==> src/rtl/mem_store_buffer.sv <==
// Store buffer between the memory stage and data memory: encodes sw/sh/sb into
// lane-placed data plus byte enables, queues them, optionally merges same-word stores.
module mem_store_buffer #(
    parameter int DEPTH      = 4,
    parameter int ADDR_WIDTH = 32,
    parameter int COALESCE   = 1
) (
    input  logic                          clk,
    input  logic                          rst,
    input  logic                          st_valid,
    output logic                          st_ready,
    input  logic [ADDR_WIDTH-1:0]         st_addr,
    input  logic [31:0]                   st_data,
    input  logic [1:0]                    st_size,
    output logic                          st_error,
    output logic                          mem_valid,
    input  logic                          mem_ready,
    output logic [ADDR_WIDTH-1:0]         mem_addr,
    output logic [31:0]                   mem_data,
    output logic [3:0]                    mem_en,
    output logic                          empty,
    output logic [$clog2(DEPTH+1)-1:0]    count
);
    localparam int CW = $clog2(DEPTH + 1);
    localparam int PW = $clog2(DEPTH);
    localparam int WW = ADDR_WIDTH - 2;
    localparam logic [CW-1:0] DEPTH_C = CW'(DEPTH);
    localparam logic [CW-1:0] TWO_C   = CW'(2);

    logic [WW-1:0] ent_addr_q [DEPTH];
    logic [31:0]   ent_data_q [DEPTH];
    logic [3:0]    ent_mask_q [DEPTH];

    logic [PW-1:0] wr_ptr_q, wr_ptr_d;
    logic [PW-1:0] rd_ptr_q, rd_ptr_d;
    logic [CW-1:0] count_q, count_d;
    logic          err_q, err_d;

    logic          enc_ok;
    logic [31:0]   enc_data;
    logic [3:0]    enc_mask;
    logic [31:0]   merge_data;
    logic [PW-1:0] tail_ptr;
    logic          accept, do_merge, do_push, do_pop;

    // Lane k (mask bit k) is data byte [31-8k:24-8k]; unused lanes stay zero.
    always_comb begin
        enc_ok   = 1'b0;
        enc_data = '0;
        enc_mask = '0;
        case (st_size)
            2'b00: begin
                if (st_addr[1:0] == 2'b00) begin
                    enc_ok   = 1'b1;
                    enc_data = st_data;
                    enc_mask = 4'b1111;
                end
            end
            2'b01: begin
                if (!st_addr[0]) begin
                    enc_ok = 1'b1;
                    if (st_addr[1]) begin
                        enc_data = {16'b0, st_data[15:0]};
                        enc_mask = 4'b1100;
                    end else begin
                        enc_data = {st_data[15:0], 16'b0};
                        enc_mask = 4'b0011;
                    end
                end
            end
            2'b10: begin
                enc_ok   = 1'b1;
                enc_data = {st_data[7:0], 24'b0} >> {st_addr[1:0], 3'b000};
                enc_mask = 4'b0001 << st_addr[1:0];
            end
            default: ;
        endcase
    end

    assign st_ready = !rst && (count_q < DEPTH_C);
    assign accept   = st_valid && st_ready;
    assign tail_ptr = wr_ptr_q - PW'(1);
    assign do_pop   = mem_valid && mem_ready;

    // A count of 1 means the tail is the head being presented, so it is never merged.
    assign do_merge = accept && enc_ok && (COALESCE != 0) && (count_q >= TWO_C)
                      && (ent_addr_q[tail_ptr] == st_addr[ADDR_WIDTH-1:2]);
    assign do_push  = accept && enc_ok && !do_merge;

    for (genvar gi = 0; gi < 4; gi++) begin : g_lane
        assign merge_data[31-8*gi -: 8] = enc_mask[gi] ? enc_data[31-8*gi -: 8]
                                                       : ent_data_q[tail_ptr][31-8*gi -: 8];
    end

    always_comb begin
        wr_ptr_d = do_push ? wr_ptr_q + PW'(1) : wr_ptr_q;
        rd_ptr_d = do_pop  ? rd_ptr_q + PW'(1) : rd_ptr_q;
        count_d  = count_q;
        case ({do_push, do_pop})
            2'b10:   count_d = count_q + CW'(1);
            2'b01:   count_d = count_q - CW'(1);
            default: ;
        endcase
        err_d = accept && !enc_ok;
    end

    always_ff @(posedge clk) begin
        if (rst) begin
            wr_ptr_q <= '0;
            rd_ptr_q <= '0;
            count_q  <= '0;
            err_q    <= 1'b0;
            for (int i = 0; i < DEPTH; i++) ent_mask_q[i] <= '0;
        end else begin
            wr_ptr_q <= wr_ptr_d;
            rd_ptr_q <= rd_ptr_d;
            count_q  <= count_d;
            err_q    <= err_d;
            if (do_push) begin
                ent_addr_q[wr_ptr_q] <= st_addr[ADDR_WIDTH-1:2];
                ent_data_q[wr_ptr_q] <= enc_data;
                ent_mask_q[wr_ptr_q] <= enc_mask;
            end else if (do_merge) begin
                ent_data_q[tail_ptr] <= merge_data;
                ent_mask_q[tail_ptr] <= ent_mask_q[tail_ptr] | enc_mask;
            end
        end
    end

    assign mem_valid = (count_q != '0);
    assign empty     = !mem_valid;
    assign count     = count_q;
    assign st_error  = err_q;
    assign mem_addr  = mem_valid ? {ent_addr_q[rd_ptr_q], 2'b00} : '0;
    assign mem_data  = mem_valid ? ent_data_q[rd_ptr_q] : '0;
    assign mem_en    = mem_valid ? ent_mask_q[rd_ptr_q] : '0;
endmodule

==> config.mk <==
export PLATFORM = sky130hd
export DESIGN_NAME = mem_store_buffer
export DESIGN_NICKNAME = d
export VERILOG_FILES = /design/src/rtl/mem_store_buffer.sv
export SDC_FILE = /design/constraint.sdc
export NUM_CORES = 1
export LEC_CHECK = 0
export CORE_UTILIZATION = 30
export DETAILED_ROUTE_END_ITERATION = 12
export MAX_ROUTING_LAYER = met4
export PLACE_DENSITY = 0.52
export SLEW_MARGIN = 20
export SYNTH_ARGS = -nofsm -noshare
export SYNTH_HDL_FRONTEND = slang
export SYNTH_SLANG_ARGS = --single-unit
==> constraint.sdc <==
create_clock -name clk -period 5.85 [get_ports clk]
set_input_delay 1.17 -clock clk [delete_from_list [all_inputs] [get_ports clk]]
set_output_delay 1.17 -clock clk [all_outputs]
set_load 0.02 [all_outputs]
==> flow_summary.ini <==
[status]
outcome = completed

[route]
vias = 7694
viasPerCell = 4.95
first_iter_violations = 461
wl_per_cell_um = 21.3
drt_pre_antenna_iters = 5
ant_nets = 0
routed_wirelength_um = 33100
post-route-drc-count = 0

[synthesis]
synth.distinct_cells = 56
synth_flop_cell = edfxtp_1
syn_area_sq_um = 13000
ys_ff_latch = 274
async_flop_share_pct = 0
yosysTopAreaCell = edfxtp_1
yosys_warnings = 0
synthTopCellsByArea = edfxtp_1 (61%), mux4_2 (16%), nor2b_1 (3.4%)
synth_top_area_share_pct = 60.8
synth.avg_cell_area_sq_um = 16.6
yosysSeqAreaShare_pct = 62.3
synth_enable_flop_cells = 264
synthCells = 786

[floorplan]
dieArea_sq_um = 44300
die_w_um = 211
core-area_sq_um = 43000
die_h_um = 211
core.rowCount = 76
start_util_pct = 30.4
pin_count = 145

[global_routing]
antenna_found_initial = 0
grt_util_all_layers_pct = 15.5
grt_pass1_wl_um = 50300
grt_pass1_vias = 8060
grt_max_degree = 47
grt_remaining_overflow = 0

[finish]
final_cell_mix = edfxtp_1 (264), clkdlybuf4s50_1 (142), mux4_2 (91)
final_cells = 1555
final_nets = 1024
final_cell_area_sq_um = 16200
area_delta_synth_final_pct = 23.8
final_common_cell = edfxtp_1
finalCoreUtilization_pct = 37.6
n_antenna_cell = 0
drive_above_1_share_pct = 20.3

[sta]
hold_viol_final = 0
setup_viol = 0
finClkSkew_ps = 11.8
setup_tns_ps = 0
relSlewSlack_pct = 35.8
fmax_mhz = 210
slew_viol_final = 0
grt_setup_unrepaired = false
period_needed_ps = 4750
tightest_slew_ps = 964
fin_crit_sh_pct = 81.2

[min_path]
holdCritPathClass = reg2reg

[setup_path]
worstSetupPathType = reg2reg
crit_required_ps = 6340
critical_path_peak_fanout = 35
critical_path_arrival_ps = 5250
crit_path_end_kind = register
critPathLaunchType = register

[pwr]
p_per_area_nw_per_um2 = 363
ir_worst_vdd_uv = 204
leakage_nw = 5.13

[cts]
cts_tree = built
cts_hold_buf = 0
clkSinkCount = 274
cts_root_buf = clkbuf_16
cts_resized = 0
h-tree-depth = 1
clockBufferDepth = 3
clock_latency_ps = 560
cts_made_buffers = 31
cts_setup_buffers = 0
clkTransAtPathRegs_ps = 60

[placement]
io_buffers = 142
dpl_cell_area_sq_um = 15200
gp_routability_congestion = 0.779
post-dp-hpwl_um = 21900
dp_cells = 1500

[flow_run]
max_cap_violations = 0
-- synthesized netlist by cell type, types with 2 or more instances --
| cell type | instances |
|---|---|
| o22ai_1 | 4 |
| clkbuf_1 | 28 |
| nor4_2 | 2 |
| xnor2_1 | 21 |
| and3_1 | 4 |
| o22ai_2 | 3 |
| ha_1 | 5 |
| a21oi_1 | 13 |
| buf_6 | 5 |
| mux4_1 | 5 |
| mux2_2 | 13 |
| buf_2 | 4 |
| nor2_1 | 40 |
| a22o_1 | 8 |
| o21a_1 | 2 |
| buf_1 | 9 |
| edfxtp_1 | 264 |
| nor2b_1 | 70 |
| mux2i_1 | 28 |
| xor2_1 | 3 |
| a22oi_1 | 16 |
| dfxtp_1 | 10 |
| nand2b_1 | 2 |
| o21ai_0 | 7 |
| nor3_1 | 11 |
| and2_1 | 21 |
| or2_2 | 3 |
| nand4_1 | 5 |
| o31ai_1 | 18 |
| mux4_2 | 91 |
| nand3_1 | 4 |
| buf_4 | 5 |
| inv_1 | 21 |
| nand2_1 | 17 |
| o2bb2ai_1 | 3 |
-- sequential cells by signal (all words and copies together), names as in the netlist, named ones only --
register,flops
st_error,1
rd_ptr_q,2
count,3
ent_data_q,128
wr_ptr_q,2
ent_mask_q,16
ent_addr_q,120
-- cell type report --
class	instances	area, sq um
fill	4114	26800
sequential	274	8140
multi-input combinational	440	4580
timing repair buffer	180	1710
clock buffer	41	813
tap	585	732
clock inverter	14	113
inverter	21	78.8
-- cells by family (layout without fill, tap and decap cells) --
group                    Yosys count  after routing  synth area share, %
buffers and inverters             73            256                 2.69
adder cells (fa/ha/maj)            6              6                0.633
flip-flops                       274            274                 62.3
AO/OA/AOI/OAI                     87             87                 4.96
AND/OR/NAND/NOR                  184            184                 7.81
XOR/XNOR                          24             24                 1.61
other                              1              2               0.0287
multiplexers                     137            137                 20.0
-- layer usage --
metal / wire (um) / track usage, % / vias up / share of wire (%)
met5: 0 / - / - / 0
met4: 528 / 3.00 / 0 / 1.6
met3: 1800 / 2.31 / 43 / 5.4
met2: 16200 / 25.2 / 232 / 49
met1: 14600 / 20.7 / 3967 / 44
li1: - / - / 3452 / -
-- worst max-delay path: stages (launching register included) --
cell,delay [ps]
dfxtp_1,450
inv_1,140
ha_2,870
buf_4,340
mux4_1,320
xnor2_1,150
nand4_1,120
nor4_2,480
nand3_4,100
buf_4,250
and2_4,210
inv_1,50
ha_1,170
inv_1,60
fa_1,370
xor2_1,150
or3_1,310
a21oi_1,150
-- where the power goes --
part | switching [W] | total, W | internal, W | leakage, nW
Combinational | 0.000918 | 0.00174 | 0.000825 | 2.14
Sequential | 0.000108 | 0.00231 | 0.00221 | 2.53
Clock | 0.000750 | 0.00180 | 0.00105 | 0.455
Total | 0.00178 | 0.00586 | 0.00408 | 5.13
-- worst paths after layout --
kind / startpoint / to / slack, ps / cells after the start
worst max-delay path: wr_ptr_q[1]$_SDFFE_PP0P_ / count[2]$_SDFFE_PP0P_ / 1100 / 17
worst max register to register: wr_ptr_q[1]$_SDFFE_PP0P_ / count[2]$_SDFFE_PP0P_ / 1100 / 17
worst min-delay path: rd_ptr_q[0]$_SDFFE_PP0P_ / rd_ptr_q[0]$_SDFFE_PP0P_ / 540 / 2
worst min register to register: rd_ptr_q[0]$_SDFFE_PP0P_ / rd_ptr_q[0]$_SDFFE_PP0P_ / 540 / 2
-- metrics by stage --
step | hold slack [ps] | setup slack, ps | power (W)
floorplan | 485 | 1210 | 0.00333
global placement | 507 | 1070 | 0.00413
detailed placement | 524 | 999 | 0.00413
CTS | 546 | 975 | 0.00595
global route | 582 | 758 | 0.00613
finish | 539 | 1100 | 0.00586
No activity file was read; power rests on OpenSTA's default activity.
